<file path="src/rtl/node_pkg.sv">
`default_nettype none
// +----------------------------------------------------------------------------+
// | Module   : node_pkg                                                        |
// | Purpose  : Shared types, default sizes and helpers for the hierarchy-node  |
// |            fan-in arbiter and its round-robin picker.                      |
// | Contents : fanin_state_e  - arbiter FSM state (IDLE / LOCKED)              |
// |            c_N_CHILD      - default number of child ports                  |
// |            c_DATA_W       - default payload width                          |
// |            next_idx()     - wrap-around increment modulo n                 |
// | Revision : 1.0 - initial release                                           |
// +----------------------------------------------------------------------------+
package node_pkg;

  localparam int c_N_CHILD = 15;
  localparam int c_DATA_W  = 16;

  typedef enum logic [0:0] {
    IDLE   = 1'b0,
    LOCKED = 1'b1
  } fanin_state_e;

  // Increment idx, returning to 0 once it would reach n.
  function automatic int unsigned next_idx(input int unsigned idx, input int unsigned n);
    return (idx + 32'd1 >= n) ? 32'd0 : idx + 32'd1;
  endfunction

endpackage
`default_nettype wire

</file>
<file path="src/rtl/rr_pick.sv">
`default_nettype none
// +----------------------------------------------------------------------------+
// | Module   : rr_pick                                                         |
// | Purpose  : Combinational round-robin first-one finder. Scans req starting  |
// |            at ptr, wrapping N_CHILD-1 -> 0, and reports the first set bit. |
// | Ports    : req       in  [N_CHILD]  request vector                         |
// |            ptr       in  [SRC_W]    scan start index (< N_CHILD)           |
// |            gnt_valid out 1          some request was found                 |
// |            gnt_idx   out [SRC_W]    index of the winning request           |
// | Revision : 1.0 - initial release                                           |
// +----------------------------------------------------------------------------+
module rr_pick
  import node_pkg::*;
#(
  parameter int N_CHILD = c_N_CHILD,
  parameter int SRC_W   = 4
) (
  input  logic [N_CHILD-1:0] req,
  input  logic [SRC_W-1:0]   ptr,
  output logic               gnt_valid,
  output logic [SRC_W-1:0]   gnt_idx
);

  // One extra bit so ptr + offset never overflows before the wrap subtract.
  logic [SRC_W:0] w_idx;

  always_comb begin
    gnt_valid = 1'b0;
    gnt_idx   = '0;
    w_idx     = '0;
    for (int k = 0; k < N_CHILD; k++) begin
      w_idx = {1'b0, ptr} + (SRC_W+1)'(k);
      if (w_idx >= (SRC_W+1)'(N_CHILD)) begin
        w_idx = w_idx - (SRC_W+1)'(N_CHILD);
      end
      if (!gnt_valid && req[w_idx[SRC_W-1:0]]) begin
        gnt_valid = 1'b1;
        gnt_idx   = w_idx[SRC_W-1:0];
      end
    end
  end

endmodule
`default_nettype wire

</file>
<file path="src/rtl/node_fanin_arbiter.sv">
`default_nettype none
// +----------------------------------------------------------------------------+
// | Module   : node_fanin_arbiter                                              |
// | Purpose  : Upward fan-in for one hierarchy node. Merges child valid/ready  |
// |            packet streams into one registered upstream stream, tagging     |
// |            each beat with its source child. Round-robin between packets;   |
// |            a packet is never interleaved with another child's beats.       |
// | Ports    : clk, rst_n            clock, async active-low reset             |
// |            child_valid/data/last per-child beat stream inputs              |
// |            child_ready           per-child accept (one-hot or zero)        |
// |            up_valid/data/src/last registered upstream beat                 |
// |            up_ready              parent accept                             |
// |            pkt_count             completed packets sent upstream (wraps)   |
// |            busy                  packet in progress or output occupied     |
// | Revision : 1.0 - initial release                                           |
// +----------------------------------------------------------------------------+
module node_fanin_arbiter
  import node_pkg::*;
#(
  parameter int N_CHILD = c_N_CHILD,
  parameter int DATA_W  = c_DATA_W,
  parameter int SRC_W   = 4,
  parameter int CNT_W   = 16
) (
  input  logic                      clk,
  input  logic                      rst_n,
  input  logic [N_CHILD-1:0]        child_valid,
  input  logic [N_CHILD*DATA_W-1:0] child_data,
  input  logic [N_CHILD-1:0]        child_last,
  output logic [N_CHILD-1:0]        child_ready,
  output logic                      up_valid,
  output logic [DATA_W-1:0]         up_data,
  output logic [SRC_W-1:0]          up_src,
  output logic                      up_last,
  input  logic                      up_ready,
  output logic [CNT_W-1:0]          pkt_count,
  output logic                      busy
);

  fanin_state_e      r_state;
  logic [SRC_W-1:0]  r_lock_idx;
  logic [SRC_W-1:0]  r_rr_ptr;
  logic              r_up_valid;
  logic [DATA_W-1:0] r_up_data;
  logic [SRC_W-1:0]  r_up_src;
  logic              r_up_last;
  logic [CNT_W-1:0]  r_pkt_count;

  logic              w_load_en;
  logic              w_gnt_valid;
  logic [SRC_W-1:0]  w_gnt_idx;
  logic              w_sel_active;
  logic [SRC_W-1:0]  w_sel_idx;
  logic [DATA_W-1:0] w_sel_data;
  logic              w_sel_last;
  logic              w_xfer;

  // Output register can take a beat when empty or draining this cycle.
  assign w_load_en = !r_up_valid || up_ready;

  rr_pick #(
    .N_CHILD (N_CHILD),
    .SRC_W   (SRC_W)
  ) u_rr_pick (
    .req       (child_valid),
    .ptr       (r_rr_ptr),
    .gnt_valid (w_gnt_valid),
    .gnt_idx   (w_gnt_idx)
  );

  // While a packet is open only its owner may be served; other children's
  // valid is ignored until the last beat passes.
  always_comb begin
    w_sel_active = (r_state == LOCKED) ? 1'b1 : w_gnt_valid;
    w_sel_idx    = (r_state == LOCKED) ? r_lock_idx : w_gnt_idx;
    w_sel_data   = '0;
    for (int i = 0; i < N_CHILD; i++) begin
      if (w_sel_idx == SRC_W'(i)) begin
        w_sel_data = child_data[i*DATA_W +: DATA_W];
      end
    end
    w_sel_last = child_last[w_sel_idx];
  end

  // rst_n gates ready so no child sees an accept while the block is held in reset.
  always_comb begin
    child_ready = '0;
    if (rst_n && w_sel_active && w_load_en) begin
      child_ready[w_sel_idx] = 1'b1;
    end
  end

  assign w_xfer = rst_n && w_sel_active && w_load_en && child_valid[w_sel_idx];

  always_ff @(posedge clk or negedge rst_n) begin
    if (!rst_n) begin
      r_state     <= IDLE;
      r_lock_idx  <= '0;
      r_rr_ptr    <= '0;
      r_up_valid  <= 1'b0;
      r_up_data   <= '0;
      r_up_src    <= '0;
      r_up_last   <= 1'b0;
      r_pkt_count <= '0;
    end else begin
      if (r_up_valid && up_ready && r_up_last) begin
        r_pkt_count <= r_pkt_count + CNT_W'(1);
      end

      // Payload fields hold when the register empties without a new beat.
      if (w_load_en) begin
        r_up_valid <= w_xfer;
        if (w_xfer) begin
          r_up_data <= w_sel_data;
          r_up_src  <= w_sel_idx;
          r_up_last <= w_sel_last;
        end
      end

      if (w_xfer) begin
        case (r_state)
          IDLE: begin
            if (w_sel_last) begin
              r_rr_ptr <= SRC_W'(next_idx(32'(w_gnt_idx), N_CHILD));
            end else begin
              r_state    <= LOCKED;
              r_lock_idx <= w_gnt_idx;
            end
          end
          LOCKED: begin
            if (w_sel_last) begin
              r_state  <= IDLE;
              r_rr_ptr <= SRC_W'(next_idx(32'(r_lock_idx), N_CHILD));
            end
          end
          default: r_state <= IDLE;
        endcase
      end
    end
  end

  assign up_valid  = r_up_valid;
  assign up_data   = r_up_data;
  assign up_src    = r_up_src;
  assign up_last   = r_up_last;
  assign pkt_count = r_pkt_count;
  assign busy      = (r_state == LOCKED) || r_up_valid;

endmodule
`default_nettype wire

</file>
<file path="config.mk">
export PLATFORM = sky130hd
export DESIGN_NAME = node_fanin_arbiter
export DESIGN_NICKNAME = d
export VERILOG_FILES = /design/src/rtl/node_pkg.sv /design/src/rtl/rr_pick.sv /design/src/rtl/node_fanin_arbiter.sv
export SDC_FILE = /design/constraint.sdc
export NUM_CORES = 1
export LEC_CHECK = 0
export CAP_MARGIN = 25
export CORE_AREA = 3 3 164 198
export CTS_BUF_LIST = sky130_fd_sc_hd__clkbuf_4
export DETAILED_ROUTE_END_ITERATION = 6
export DIE_AREA = 0 0 167 201
export MAX_ROUTING_LAYER = met4
export PLACE_DENSITY = 0.71
export SYNTH_ARGS = -nofsm -noshare
export SYNTH_HDL_FRONTEND = slang
export SYNTH_SLANG_ARGS = --single-unit
</file>
<file path="constraint.sdc">
create_clock -name clk -period 13.75 [get_ports clk]
set_clock_uncertainty 0.15 [all_clocks]
set_input_delay 2.0625 -clock clk [delete_from_list [all_inputs] [get_ports clk]]
set_output_delay 2.0625 -clock clk [all_outputs]
set_load 0.01 [all_outputs]
</file>
# Yosys cells after proc, flatten, opt, wreduce, memory -nomap -nowiden
# Index checks and enable logic that the tools add are counted.
[totals] register_bits=47 latchBits=0 ram_bits=0 romBits=0 input_bits=273 output_inout_bits=54 wordCells=238 memories=0
[classes] add_sub_neg=32 n_mul=0 div_mod_pow=0 magnitude_cmp=34 n_eq_ne=16 shifts=0 muxes=105 bitwise=2 reduce_logical=41
[op_table] operator="$mux 16" count=15
[op_table] operator="$mux 4" count=35
[op_table] operator="$ge 5x4->1 const B" count=16
[op_table] operator="$lt 4x5->1 const B" count=16
[op_table] operator="$bmux 1 s4" count=17
[op_table] operator="$sub 4x4->4 const B" count=15
[op_table] operator="$add 4x4->5 const B" count=7
[op_table] operator="$mux 1" count=35
[op_table] operator="$eq 4x4->1 const B" count=7
[op_table] operator="$add 4x3->5 const B" count=4
[op_table] operator="$logic_and 1x1->1" count=20
[op_table] operator="$add 16x1->16 const B" count=1
[op_table] operator="$eq 4x3->1 const B" count=4
[op_table] operator="$add 4x1->5 const B" count=3
[op_table] operator="$logic_not 1->1" count=15
[op_table] operator="$mux 15" count=1
[op_table] operator="$add 4x2->5 const B" count=2
[op_table] operator="$eq 4x2->1 const B" count=2
[op_table] operator="$pmux 4 s2" count=1
[op_table] operator="$reduce_and 3->1" count=2
[op_table] operator="$demux 1 s4" count=1
[op_table] operator="$eq 4x1->1 const B" count=1
[op_table] operator="$ge 4x1->1 const B" count=1
[op_table] operator="$ge 4x4->1 const B" count=1
[op_table] operator="other kinds (6)" count=8

# Logic depth before layout (Yosys ltp)
[logic_depth] word_depth=64 mapped_depth=32 mapped_depth_nobuf=21

# Modules after synthesis
# A second synthesis with hierarchy kept.
[unflattened] hier_cells=1667 area_unflattened_um2=11669.9
[modules_own_cells] mod="rr_pick" instances=1 cells_per_inst=995 area_each_um2=6692.7 seq_area_each_um2=0.0
[modules_own_cells] mod="node_fanin_arbiter" instances=1 cells_per_inst=672 area_each_um2=4977.3 seq_area_each_um2=1176.1

# Worst setup path before layout
# No wires, ideal clock.
[synth_timing] path_type="reg-to-output" start="register r_rr_ptr[0]" end="output port child_ready[4]" t_arrival_ns=5.918 required_time_ns=11.538 path_slack_ns=5.619 stages_incl_launch_ff=26 n_path_buf=9 path_cell_list="dfrtp_1 buf_2 buf_6 inv_2 buf_2 buf_2 buf_1 ha_1 clkbuf_1 or4_4 a41oi_2 a41oi_2 mux4_2 nand3b_2 and4_1 and3_1 buf_4 nand3_2 nor2_1 a32oi_1 a221oi_2 a2bb2oi_2 buf_2 buf_1 nand2b_1 nor2_1"
[synth_via] elab_chain_len=53 word_cells_on_any_way=157 cone_classes="add/sub: 29; order compare: 17; mux: 80; reduce/logical: 31"
[synth_rtl] element="from (decl)" line="node_fanin_arbiter.sv:42" rtl="logic [SRC_W-1:0] r_rr_ptr;"
[synth_rtl] element="from (signal assigned)" line="node_fanin_arbiter.sv:124" rtl="r_rr_ptr <= SRC_W'(next_idx(32'(w_gnt_idx), N_CHILD));"
[synth_rtl] element="from (signal assigned)" line="node_fanin_arbiter.sv:133" rtl="r_rr_ptr <= SRC_W'(next_idx(32'(r_lock_idx), N_CHILD));"
[synth_rtl] element="parallel branches: the longest is 52 deep, another holds $add 4x1->5"
[synth_rtl] element="$mux 15 *" line="node_fanin_arbiter.sv:88" rtl="if (rst_n && w_sel_active && w_load_en) begin"
[synth_rtl] element="to (decl)" line="node_fanin_arbiter.sv:30" rtl="output logic [N_CHILD-1:0] child_ready,"
# Mark *: on every way between the ends. The select of a mux whose other input is x is not followed.

# Final worst setup path
[layout_timing] start="register r_rr_ptr[1]" end="output port child_ready[11]"
# The elaborated chain is that of the path after synthesis.

==> results.yml <==
outcome:
  run_status: "finished, final reports clean"
setup_path:
  crit_path_start_kind: "flop"
  timing.critical_path.to_type: "primary output"
  r2r_cells: 20
  criticalPathCategory: "flop to primary output"
  cpPeakStageDelay_ns: 0.92
  crit_fanout: 41
  critPathCapture: "child_ready[11]"
  slowest_stage: "a221oi_1"
  crit_path_cell_trace: "clkinv_1 -> ha_2 -> buf_4 -> nand2b_1 -> a21oi_1 -> a21oi_1 -> a221oi_1 -> mux2_2 -> o21bai_1 -> nand4_1 -> or4_1 -> nand2_1 -> o31ai_4 -> nor2_1 -> nand2_1 -> nor2_1 -> clkdlybuf4s50_1"
  crit_buf_inv: 3
  ff2ff_setup_slack_ns: 4.36
  timing.critical_path.max_delay_family: "simple AND/OR/NAND/NOR gates"
  crit-reg2reg-capture: "up_data[4]"
  crit_arrival_ns: 8.92
  crit_path_launch: "r_rr_ptr[1]"
  timing.critical_path.required_ns: 11.54
  cp_num_cells: 17
  reg2reg_from: "r_rr_ptr[1]"
route:
  via_count: 16300
  drc: 0
  drt_pre_antenna_iters: 6
  routed_wire_length_per_instance_um: 31.0
  detail_route.iter0.violations: 1909
  vias_per_cell: 6.97
  route.antenna.remaining_nets: 0
  drt_wl_total_um: 72600
grt:
  number_of_antenna_violations_at_the_first_check_in_global_routing: 5
  gr_usage_total: 0.422
  overflow: 0
  global_route_wire_length_before_repair_um: 106000
  grt_pass1_vias: 16000
  grt_max_degree: 64
sta:
  clock.fmax_ghz: 0.0898
  drv_slew: 0
  hold_viol: 0
  setup_violations: 0
  timing.final.crit_period_ns: 11.13
  finalCritPeriodShare: 0.810
  tightestPinTransition_ns: 1.12
  totalNegativeSetupSlack_ns: 0
  max_slew_margin: 0.252
  rsz0062_at_grt: "no"
cts:
  clock_insertion_delay_worst_skew_ns: 0.39
  clk_root_buffer_cell: "clkbuf_4"
  hold_buf_cts: 0
  cts-buffers-inserted: 5
  cts_post_setup_buffers_inserted: 0
  worst_setup_hold_path_clk_slew_ns: 0.16
  cts_htree_levels: 2
  cts_tree: "yes"
  clockBufferDepth: 2
  cts_repair_resize_count: 0
  clock-sinks: 47
floorplanning:
  initial_utilization: 0.402
  die_height_um: 201
  die_w_um: 167
  floorplan.die_area_mm2: 0.0336
  floorplan.core_area_mm2: 0.0306
  num_io_pins: 327
  rows: 70
place:
  finalWeightedCongestion: 1.13
  place.port_buffers: 326
  hpwl_um: 56200
final_layout:
  syn2layout_area_growth_pct: 27.6
  fraction_of_final_layout_cells_sized_beyond_drive_strength_1: 0.0881
  fin_nets: 2233
synth:
  synth_top_cells_by_area: "dfrtp_1 9.6%, mux2i_1 7.6%, nand2_1 5.3%, a21oi_1 5.0%, nor2_1 3.8%"
  post_synth_inst_count: 1724
  synthesized_netlist_net_count: 2017
  asyncSetResetFlopFracSynth: 1.00
  synth.top_cell.area_share: 0.0958
  yosysWarningCount: 0
  post_synth.cell_area_avg_um2: 7.12
  synthDominantAreaCellType: "dfrtp_1"
  synth.cell_area_mm2: 0.0123
  synth_cell_type_count: 118
  main_synth_ff_type: "dfrtp_1"
  ys_seq_area_frac: 0.0958
  synth_seq_cells: 47
  synth_enable_flop_cells: 0
flow_run:
  cap_viol_max_count: 0
worst_hold_path:
  worstHoldPathType: "flop to flop"
  min_from: "pkt_count[15]"
-- state kept, by name, indices dropped and copies added, names as in the netlist --
signal / count
r_rr_ptr: 4
r_state: 1
up_valid: 1
up_last: 1
pkt_count: 16
up_data: 16
up_src: 4
r_lock_idx: 4
-- layout make-up --
cell class | instances | area (um2)
fillers | 3076 | 14900
multi-input cells | 1480 | 10200
repair buffers | 368 | 3570
flip-flops and latches | 47 | 1180
well taps | 396 | 495
inverters | 38 | 143
clock buffers | 5 | 37.5
clock inverters | 3 | 17.5
diodes | 5 | 12.5
-- stage by stage --
step | utilization | setup slack [ns] | instances | area, um2 | hold slack (ns)
final | 0.513 | 2.62 | 2342 | 15700 | 0.341
after global routing | 0.513 | 2.43 | 2342 | 15700 | 0.382
after CTS | 0.512 | 2.92 | 2337 | 15700 | 0.344
after detailed placement | 0.511 | 3.20 | 2329 | 15600 | 0.324
after global placement | 0.510 | 3.00 | 2328 | 15600 | 0.311
after floorplan | - | 5.62 | 1724 | 12300 | 0.357
-- how the worst min path moves through the flow --
stage	depth (start not counted)	slack [ns]	to
after floorplan	1	0.36	pkt_count[15]
after global placement	1	0.31	pkt_count[15]
after detailed placement	1	0.32	pkt_count[15]
after CTS	1	0.34	pkt_count[15]
after global routing	1	0.38	pkt_count[11]
final	1	0.34	pkt_count[15]
-- routing by layer --
layer  global-route usage  wire length [um]  vias up
met2                0.706             34700     1161
met1                0.455             24800     7745
li1                     -                 -     7081
met4                0.289              6470        0
met5                    -                 0        -
met3               0.0727              6560      339
-- worst register-to-register path, stage by stage, from the launching register on --
cell and delay (ns):
dfrtp_1 0.38, clkinv_1 0.67, ha_2 0.72, buf_4 0.48, nand2b_1 0.48, a21oi_1 0.25
a21oi_1 0.09, a221oi_1 0.92, mux2_2 0.45, o21bai_1 0.36, nand4_1 0.51, a211oi_1 0.37
a21oi_1 0.16, o31ai_4 0.34, buf_4 0.54, nand2b_1 0.68, nor2_1 0.21, nand3_1 0.13
o21ai_0 0.19, a2111oi_0 0.97, o41ai_2 0.17
-- kinds of logic (layout without fill, tap and decap cells) --
kind of cell | count (synthesis) | in the layout | share of synthesized area
AO/OA/AOI/OAI | 648 | 648 | 0.380
AND/OR/NAND/NOR | 619 | 619 | 0.256
buffers and inverters | 197 | 414 | 0.0752
multiplexers | 143 | 143 | 0.131
XOR/XNOR | 49 | 49 | 0.0398
flip-flops | 47 | 47 | 0.0958
adder cells (fa/ha/maj) | 21 | 21 | 0.0212
other | 0 | 5 | 0
-- synthesized netlist by cell type (34+ instances only) --
| cell | count |
|---|---|
| nand2_1 | 172 |
| nor2_1 | 124 |
| a21oi_1 | 123 |
| mux2i_1 | 93 |
| o21ai_0 | 91 |
| nand3_1 | 76 |
| clkbuf_1 | 71 |
| nor3_1 | 62 |
| buf_2 | 54 |
| dfrtp_1 | 47 |
| xnor2_1 | 36 |
| o22ai_1 | 34 |
-- cell usage in the layout (no fill, tap or decap), drive strengths merged, types with 19 or more instances in the layout --
| cell | n |
|---|---|
| a211oi | 33 |
| a21boi | 19 |
| a21oi | 127 |
| a221oi | 20 |
| a22oi | 21 |
| a31oi | 30 |
| a32oi | 32 |
| and3 | 23 |
| buf | 43 |
| clkdlybuf4s50 | 325 |
| dfrtp | 47 |
| ha | 20 |
| inv | 37 |
| mux2 | 38 |
| mux2i | 95 |
| nand2 | 173 |
| nand2b | 33 |
| nand3 | 78 |
| nor2 | 127 |
| nor2b | 25 |
| nor3 | 66 |
| nor4 | 19 |
| o211ai | 27 |
| o21ai | 113 |
| o22ai | 34 |
| xnor2 | 39 |
Power is not shown: default switching activity piles up to over one toggle a cycle in this logic, so the estimate is an artifact.
